## config.mk

```make
export PLATFORM = sky130hd
export DESIGN_NAME = sha1_core_iter
export DESIGN_NICKNAME = d
export VERILOG_FILES = /design/src/rtl/sha1_pkg.sv /design/src/rtl/sha1_round.sv /design/src/rtl/sha1_core_iter.sv
export SDC_FILE = /design/constraint.sdc
export NUM_CORES = 2
export LEC_CHECK = 0
export BUFFER_PORTS_ARGS = -buffer_cell sky130_fd_sc_hd__buf_2
export CAP_MARGIN = 10
export CORE_MARGIN = 3
export CORE_UTILIZATION = 35
export DETAILED_ROUTE_END_ITERATION = 8
export REMOVE_ABC_BUFFERS = 1
export SLEW_MARGIN = 20
export SYNTH_ARGS = -nofsm -noshare
export SYNTH_HDL_FRONTEND = slang
export SYNTH_SLANG_ARGS = --single-unit
```

## constraint.sdc

```tcl
create_clock -name clk -period 9.4 [get_ports clk]
set_clock_uncertainty 0.05 [all_clocks]
set_input_delay 1.41 -clock clk [delete_from_list [all_inputs] [get_ports clk]]
set_output_delay 1.41 -clock clk [all_outputs]
set_load 0.05 [all_outputs]
```

## src/rtl/sha1_pkg.sv

```systemverilog
// Shared SHA-1 constants, state typedef and round/schedule helper functions.
// Pure combinational helpers: no latency, no flow control.
package sha1_pkg;

    localparam logic [31:0] H0 = 32'h67452301;
    localparam logic [31:0] H1 = 32'hEFCDAB89;
    localparam logic [31:0] H2 = 32'h98BADCFE;
    localparam logic [31:0] H3 = 32'h10325476;
    localparam logic [31:0] H4 = 32'hC3D2E1F0;

    localparam logic [31:0] K0 = 32'h5A827999;
    localparam logic [31:0] K1 = 32'h6ED9EBA1;
    localparam logic [31:0] K2 = 32'h8F1BBCDC;
    localparam logic [31:0] K3 = 32'hCA62C1D6;

    typedef struct packed {
        logic [31:0] a;
        logic [31:0] b;
        logic [31:0] c;
        logic [31:0] d;
        logic [31:0] e;
    } sha1_state_t;

    typedef enum logic [1:0] {
        S_IDLE,
        S_RUN,
        S_FIN,
        S_DONE
    } sha1_fsm_t;

    localparam sha1_state_t H_INIT = '{a: H0, b: H1, c: H2, d: H3, e: H4};

    function automatic logic [31:0] rotl(input logic [31:0] x, input int unsigned n);
        return (x << n) | (x >> (32 - n));
    endfunction

    function automatic logic [31:0] f_ch(input logic [31:0] b, input logic [31:0] c,
                                         input logic [31:0] d);
        return (b & c) | (~b & d);
    endfunction

    function automatic logic [31:0] f_parity(input logic [31:0] b, input logic [31:0] c,
                                             input logic [31:0] d);
        return b ^ c ^ d;
    endfunction

    function automatic logic [31:0] f_maj(input logic [31:0] b, input logic [31:0] c,
                                          input logic [31:0] d);
        return (b & c) | (b & d) | (c & d);
    endfunction

    function automatic logic [31:0] k_of(input logic [6:0] t);
        if (t < 7'd20)      return K0;
        else if (t < 7'd40) return K1;
        else if (t < 7'd60) return K2;
        else                return K3;
    endfunction

    function automatic logic [31:0] f_of(input logic [6:0] t, input logic [31:0] b,
                                         input logic [31:0] c, input logic [31:0] d);
        if (t < 7'd20)      return f_ch(b, c, d);
        else if (t < 7'd40) return f_parity(b, c, d);
        else if (t < 7'd60) return f_maj(b, c, d);
        else                return f_parity(b, c, d);
    endfunction

    // W[t] from W[t-3], W[t-8], W[t-14], W[t-16]
    function automatic logic [31:0] sched_word(input logic [31:0] w3, input logic [31:0] w8,
                                               input logic [31:0] w14, input logic [31:0] w16);
        return rotl(w3 ^ w8 ^ w14 ^ w16, 1);
    endfunction

endpackage

```

## src/rtl/sha1_round.sv

```systemverilog
// One combinational SHA-1 round; f and K are picked from this round's own t.
// Zero latency, no flow control.
module sha1_round
    import sha1_pkg::*;
(
    input  logic [6:0]  t,
    input  logic [31:0] a,
    input  logic [31:0] b,
    input  logic [31:0] c,
    input  logic [31:0] d,
    input  logic [31:0] e,
    input  logic [31:0] w,
    output logic [31:0] a_nxt,
    output logic [31:0] b_nxt,
    output logic [31:0] c_nxt,
    output logic [31:0] d_nxt,
    output logic [31:0] e_nxt
);

    assign a_nxt = rotl(a, 5) + f_of(t, b, c, d) + e + k_of(t) + w;
    assign b_nxt = a;
    assign c_nxt = rotl(b, 30);
    assign d_nxt = c;
    assign e_nxt = d;

endmodule

```

## src/rtl/sha1_core_iter.sv

```systemverilog
// Iterative SHA-1 compression, ROUNDS_PER_CYCLE rounds/clock; digest valid 80/R+1 edges after accept.
// Accepts only in IDLE; digest is held in DONE until out_ready, blocking new input meanwhile.
module sha1_core_iter
    import sha1_pkg::*;
#(
    parameter int ROUNDS_PER_CYCLE = 1
) (
    input  logic         clk,
    input  logic         rst_n,
    input  logic         in_valid,
    output logic         in_ready,
    input  logic         in_first,
    input  logic [511:0] d_in,
    output logic         out_valid,
    input  logic         out_ready,
    output logic [159:0] d_out,
    output logic         busy
);

    localparam int R    = ROUNDS_PER_CYCLE;
    localparam int NCYC = 80 / ROUNDS_PER_CYCLE;

    if (!(R == 1 || R == 2 || R == 4)) begin : g_bad_rpc
        $error("sha1_core_iter: ROUNDS_PER_CYCLE must be 1, 2 or 4");
    end

    sha1_fsm_t   state, state_nxt;
    logic [6:0]  t;
    sha1_state_t vars, base, chain, vars_nxt, digest;
    logic [31:0] win       [16];
    logic [31:0] win_shift [16];
    logic [31:0] nw        [R];
    logic        last_run;

    assign last_run = (t == 7'(R * (NCYC - 1)));

    always_ff @(posedge clk or negedge rst_n) begin
        if (!rst_n) state <= S_IDLE;
        else        state <= state_nxt;
    end

    always_comb begin
        state_nxt = state;
        in_ready  = 1'b0;
        busy      = 1'b1;
        case (state)
            S_IDLE: begin
                in_ready = 1'b1;
                busy     = 1'b0;
                if (in_valid) state_nxt = S_RUN;
            end
            S_RUN:   if (last_run) state_nxt = S_FIN;
            S_FIN:   state_nxt = S_DONE;
            S_DONE:  if (out_ready) state_nxt = S_IDLE;
            default: state_nxt = S_IDLE;
        endcase
    end

    // New words W[t+16+j]; lane 3 needs W[t+16], which is recomputed locally.
    for (genvar j = 0; j < R; j++) begin : g_sched
        logic [31:0] w13;
        if (j == 3) begin : g_fold
            assign w13 = sched_word(win[13], win[8], win[2], win[0]);
        end else begin : g_direct
            assign w13 = win[13 + j];
        end
        assign nw[j] = sched_word(w13, win[8 + j], win[2 + j], win[j]);
    end

    for (genvar k = 0; k < 16; k++) begin : g_shift
        if (k + R < 16) begin : g_keep
            assign win_shift[k] = win[k + R];
        end else begin : g_new
            assign win_shift[k] = nw[k + R - 16];
        end
    end

    for (genvar i = 0; i < R; i++) begin : g_lane
        sha1_state_t st_in, st_out;
        logic [31:0] a_n, b_n, c_n, d_n, e_n;
        if (i == 0) begin : g_first
            assign st_in = vars;
        end else begin : g_chain
            assign st_in = g_lane[i - 1].st_out;
        end
        sha1_round u_round (
            .t     (t + 7'(i)),
            .a     (st_in.a),
            .b     (st_in.b),
            .c     (st_in.c),
            .d     (st_in.d),
            .e     (st_in.e),
            .w     (win[i]),
            .a_nxt (a_n),
            .b_nxt (b_n),
            .c_nxt (c_n),
            .d_nxt (d_n),
            .e_nxt (e_n)
        );
        assign st_out = {a_n, b_n, c_n, d_n, e_n};
    end

    assign vars_nxt = g_lane[R - 1].st_out;
    assign digest   = {base.a + vars.a, base.b + vars.b, base.c + vars.c,
                       base.d + vars.d, base.e + vars.e};

    always_ff @(posedge clk or negedge rst_n) begin
        if (!rst_n) begin
            t         <= '0;
            vars      <= '0;
            base      <= '0;
            chain     <= H_INIT;
            d_out     <= '0;
            out_valid <= 1'b0;
            for (int k = 0; k < 16; k++) win[k] <= '0;
        end else begin
            case (state)
                S_IDLE: begin
                    if (in_valid) begin
                        for (int k = 0; k < 16; k++) win[k] <= d_in[511 - 32 * k -: 32];
                        vars <= in_first ? H_INIT : chain;
                        base <= in_first ? H_INIT : chain;
                        t    <= '0;
                    end
                end
                S_RUN: begin
                    vars <= vars_nxt;
                    win  <= win_shift;
                    t    <= t + 7'(R);
                end
                S_FIN: begin
                    chain     <= digest;
                    d_out     <= digest;
                    out_valid <= 1'b1;
                end
                S_DONE: begin
                    if (out_ready) out_valid <= 1'b0;
                end
                default: ;
            endcase
        end
    end

endmodule

```

==> summary.md <==
| Metric | Value |
|---|---|
| Status | `finished clean` |
| Via count | `46500` |
| CTS tree | `yes` |
| Post-placement cell area | `65000 um2` |
| GP Congestion | `0.904` |
| Cells after synthesis | `6318` |
| Hold/Removal Path Class | `reg -> reg` |
| Die height | `421 um` |
| ANT nets after route | `0` |
| Most used cells in the layout excluding fill and tap cells | `dfrtp_1, o21ai_0, nand2_1` |
| Share of the synthesized area in the top cell type | `41.7%` |
| Synthesized area per cell | `9.52 um2` |
| CP peak stage delay | `0.55 ns` |
| Psw | `8930 uW` |
| Vias in the first global route | `46600` |
| Cell taking the most area after synthesis | `dfrtp_1` |
| Register area share after synthesis | `45.2%` |
| Dpl hpwl | `140000 um` |
| Post-Place Cells | `8828` |
| Sw Ratio | `40.6%` |
| Power Density | `317 nW/um2` |
| Post_cts resized | `0` |
| Prevailing post-synth register cell | `dfrtp_1` |
| WL/cell | `20.9 um` |
| Commonest non-fill, non-tap cell in the layout | `dfrtp_1` |
| Fin area | `69400 um2` |
| Final WL | `190000 um` |
| GRT overflow | `0` |
| Max-cap violations | `0` |
| Post-synth ARST share | `100%` |
| Non-Filler Instances | `9085` |
| Kind of launch point of the worst setup path | `flop` |
| Seq pwr share | `27.4%` |
| YS warnings | `0` |
| Initial antenna violation count | `42` |
| Final TNS setup | `0 ns` |
| Ports | `680` |
| Crit path cell chain | `and3_1 > or3_1 > buf_4 > inv_1 > buf_4 > nor2_1 > buf_4 > a221o_1 > fa_1 > inv_1 > fa_1 > inv_1 > ha_1 > a211oi_1 > o21ai_1 > and3b_1 > a211o_1 > a31o_1 > a31o_1 > a21oi_2 > mux2i_1 > a311oi_1` |
| Delay-heaviest family, CP | `compound AO/OA/AOI/OAI gates` |
| Critical Setup Path Class | `reg -> reg` |
| Clock Path Buffers | `3` |
| CTS Hold Buffers Added | `0` |
| Worst-path clk slew | `0.06 ns` |
| Row count | `151` |
| CP max stage cell | `fa_1` |
| First-pass GRT wire length | `289000 um` |
| Post-CTS setup buffer count | `0` |
| Fmax | `0.161 GHz` |
| Total GRT Usage | `21.3%` |
| CTS buffer count | `130` |
| Clock Latency Late Sink | `0.79 ns` |
| Core area | `170000 um2` |
| Worst rel slew slack | `23.4%` |
| M3 GR Usage | `3.91%` |
| Largest cells by area after synthesis | `dfrtp_1, mux2i_1, o21ai_0` |
| Layout area overhead | `15.3%` |
| Drt first pass iters | `5` |
| Die width | `421 um` |
| Setup Viol. Count Final | `0` |
| Pin count of the biggest net entering global routing | `299` |
| Number of DRC markers in iteration 0 | `3400` |
| Drc violations | `0` |
| Synth cell types | `88` |
| Yosys reg bits | `1082` |
| Comb power frac | `49.0%` |
| Die ar. | `177000 um2` |
| Pre-CTS WS | `3.21 ns` |
| Share of cells above drive strength 1 | `17.2%` |
| Post-synth EDFFs | `0` |
| Final Hold Fails | `0` |
| Synth Cell Area | `60200 um2` |
| WP data required | `9.97 ns` |
| Worst-Margin Slew | `1.15 ns` |
| P_int | `13100 uW` |
| P_leak | `0.0351 uW` |
| Crit path max fanout | `21` |
| Worst vdd ir | `0.000358 V` |
| Depth of the CTS H-tree | `4` |
| Initial core utilization | `35.4%` |
| Root Driver | `clkbuf_16` |
| Most Crowded Layer GR | `met2` |
| Final critical-path required period | `6.19 ns` |
| Drt via density | `5.12` |
| Buffers added on ports | `679` |
| Fin nets | `7582` |
| Final worst setup slack | `3.21 ns` |
| Filler Cells Inserted | `16900` |
| Met1 Use GR | `27.4%` |
| Sink Count | `1082` |
| Worst Setup End Kind | `flop` |
| Clk pwr share | `23.6%` |
| Crit share post-route | `65.9%` |
| CP bufs+invs | `6` |
| RSZ-0062 raised after global routing | `false` |
| Fin. max-slew vios | `0` |
| Crit path DAT | `6.76 ns` |
| M2 GR Usage | `34.7%` |
==> power by group through the flow <==
stage / Clock [uW] / Combinational (uW) / Sequential [uW]
2_1_floorplan: 0 / 8580 / 5730
3_3_place_gp: 0 / 10500 / 6070
3_5_place_dp: 0 / 10600 / 6090
4_1_cts: 5340 / 10700 / 6010
5_1_grt: 5550 / 12200 / 6080
6_report: 5200 / 10800 / 6030
==> cell families (layout without fill, tap and decap cells) <==
| family | Yosys count | after routing | synth area share (%) |
|---|---|---|---|
| DFF | 1082 | 1082 | 45.2 |
| other | 0 | 26 | 0 |
| buffers and inverters | 784 | 1307 | 5.45 |
| and+or+nand+nor | 1569 | 1569 | 10.8 |
| muxes | 654 | 654 | 11.2 |
| adders and majority gates | 323 | 323 | 8.28 |
| AOI/OAI and AO/OA | 1657 | 1657 | 15.5 |
| xor gates and xnor gates | 249 | 249 | 3.62 |
==> cell type report <==
cell class	count	area [um2]	area share, %
multi-input cells	4452	29800	42.9
clock buffers	192	3740	5.39
inverters	345	1310	1.88
repair buffers	731	3920	5.65
diodes	26	65.1	0.0938
well taps	2218	2780	4.00
flip-flops and latches	1082	27200	39.2
clock inverters	39	631	0.909
==> registers in the layout (all words and copies together) (netlist names) <==
| register | cells |
|---|---|
| base | 160 |
| chain | 80 |
| d_out | 160 |
| g_lane.st_in | 160 |
| g_sched.w13 | 32 |
| out_valid | 1 |
| state | 2 |
| t | 7 |
| win | 480 |
==> final timing paths <==
path | end | slack (ns) | depth (start not counted) | startpoint
max in group asynchronous | win[259] | 6.56 | 3 | rst_n
setup reg to reg | g_lane[0].st_in[154] | 3.21 | 22 | t[2]
min in group asynchronous | base[53] | 0.57 | 1 | rst_n
hold reg to reg | chain[141] | 0.42 | 2 | chain[141]
hold / removal | chain[141] | 0.42 | 2 | chain[141]
setup / recovery | g_lane[0].st_in[154] | 3.21 | 22 | t[2]
==> cells in the mapped netlist, drive strengths merged, types with 7 or more instances <==
cell type	n
a31oi	77
o21ai	983
a221oi	12
a21oi	294
and2	9
mux2i	514
nor2	356
nand3	98
and3	18
o31ai	17
a2111oi	8
a21o	70
xnor2	196
nand4	22
clkbuf	324
nand2	933
nor2b	20
o21bai	15
or3	15
dfrtp	1002
o211ai	12
dfstp	80
ha	198
a221o	15
mux2	140
xor2	53
inv	345
o22ai	13
and4	7
a211oi	30
buf	115
fa	125
a31o	8
nand2b	33
o21a	37
nor3	37
==> layer usage <==
| layer | vias to the layer above | routed length (um) |
|---|---|---|
| met5 | - | 90 |
| met4 | 14 | 9140 |
| met3 | 321 | 9680 |
| met2 | 1161 | 90700 |
| met1 | 22500 | 80500 |
| li1 | 22500 | - |
==> worst min-delay path: cells and delay by family, from the launching register on <==
| family | cells | cell delay [ns] |
|---|---|---|
| compound gates | 1 | 0.06 |
| buf+inv | 1 | 0.04 |
| flops | 1 | 0.36 |
==> metrics by stage <==
stage | total power, uW | utilization, % | hold slack, ns
4_1_cts | 22100 | 40.8 | 0.424
3_3_place_gp | 16600 | 38.2 | 0.410
3_5_place_dp | 16700 | 38.2 | 0.413
6_report | 22000 | 40.8 | 0.421
2_1_floorplan | 14300 | - | 0.395
5_1_grt | 23900 | 40.8 | 0.437
Note: power is estimated with default switching activity, not from simulation.
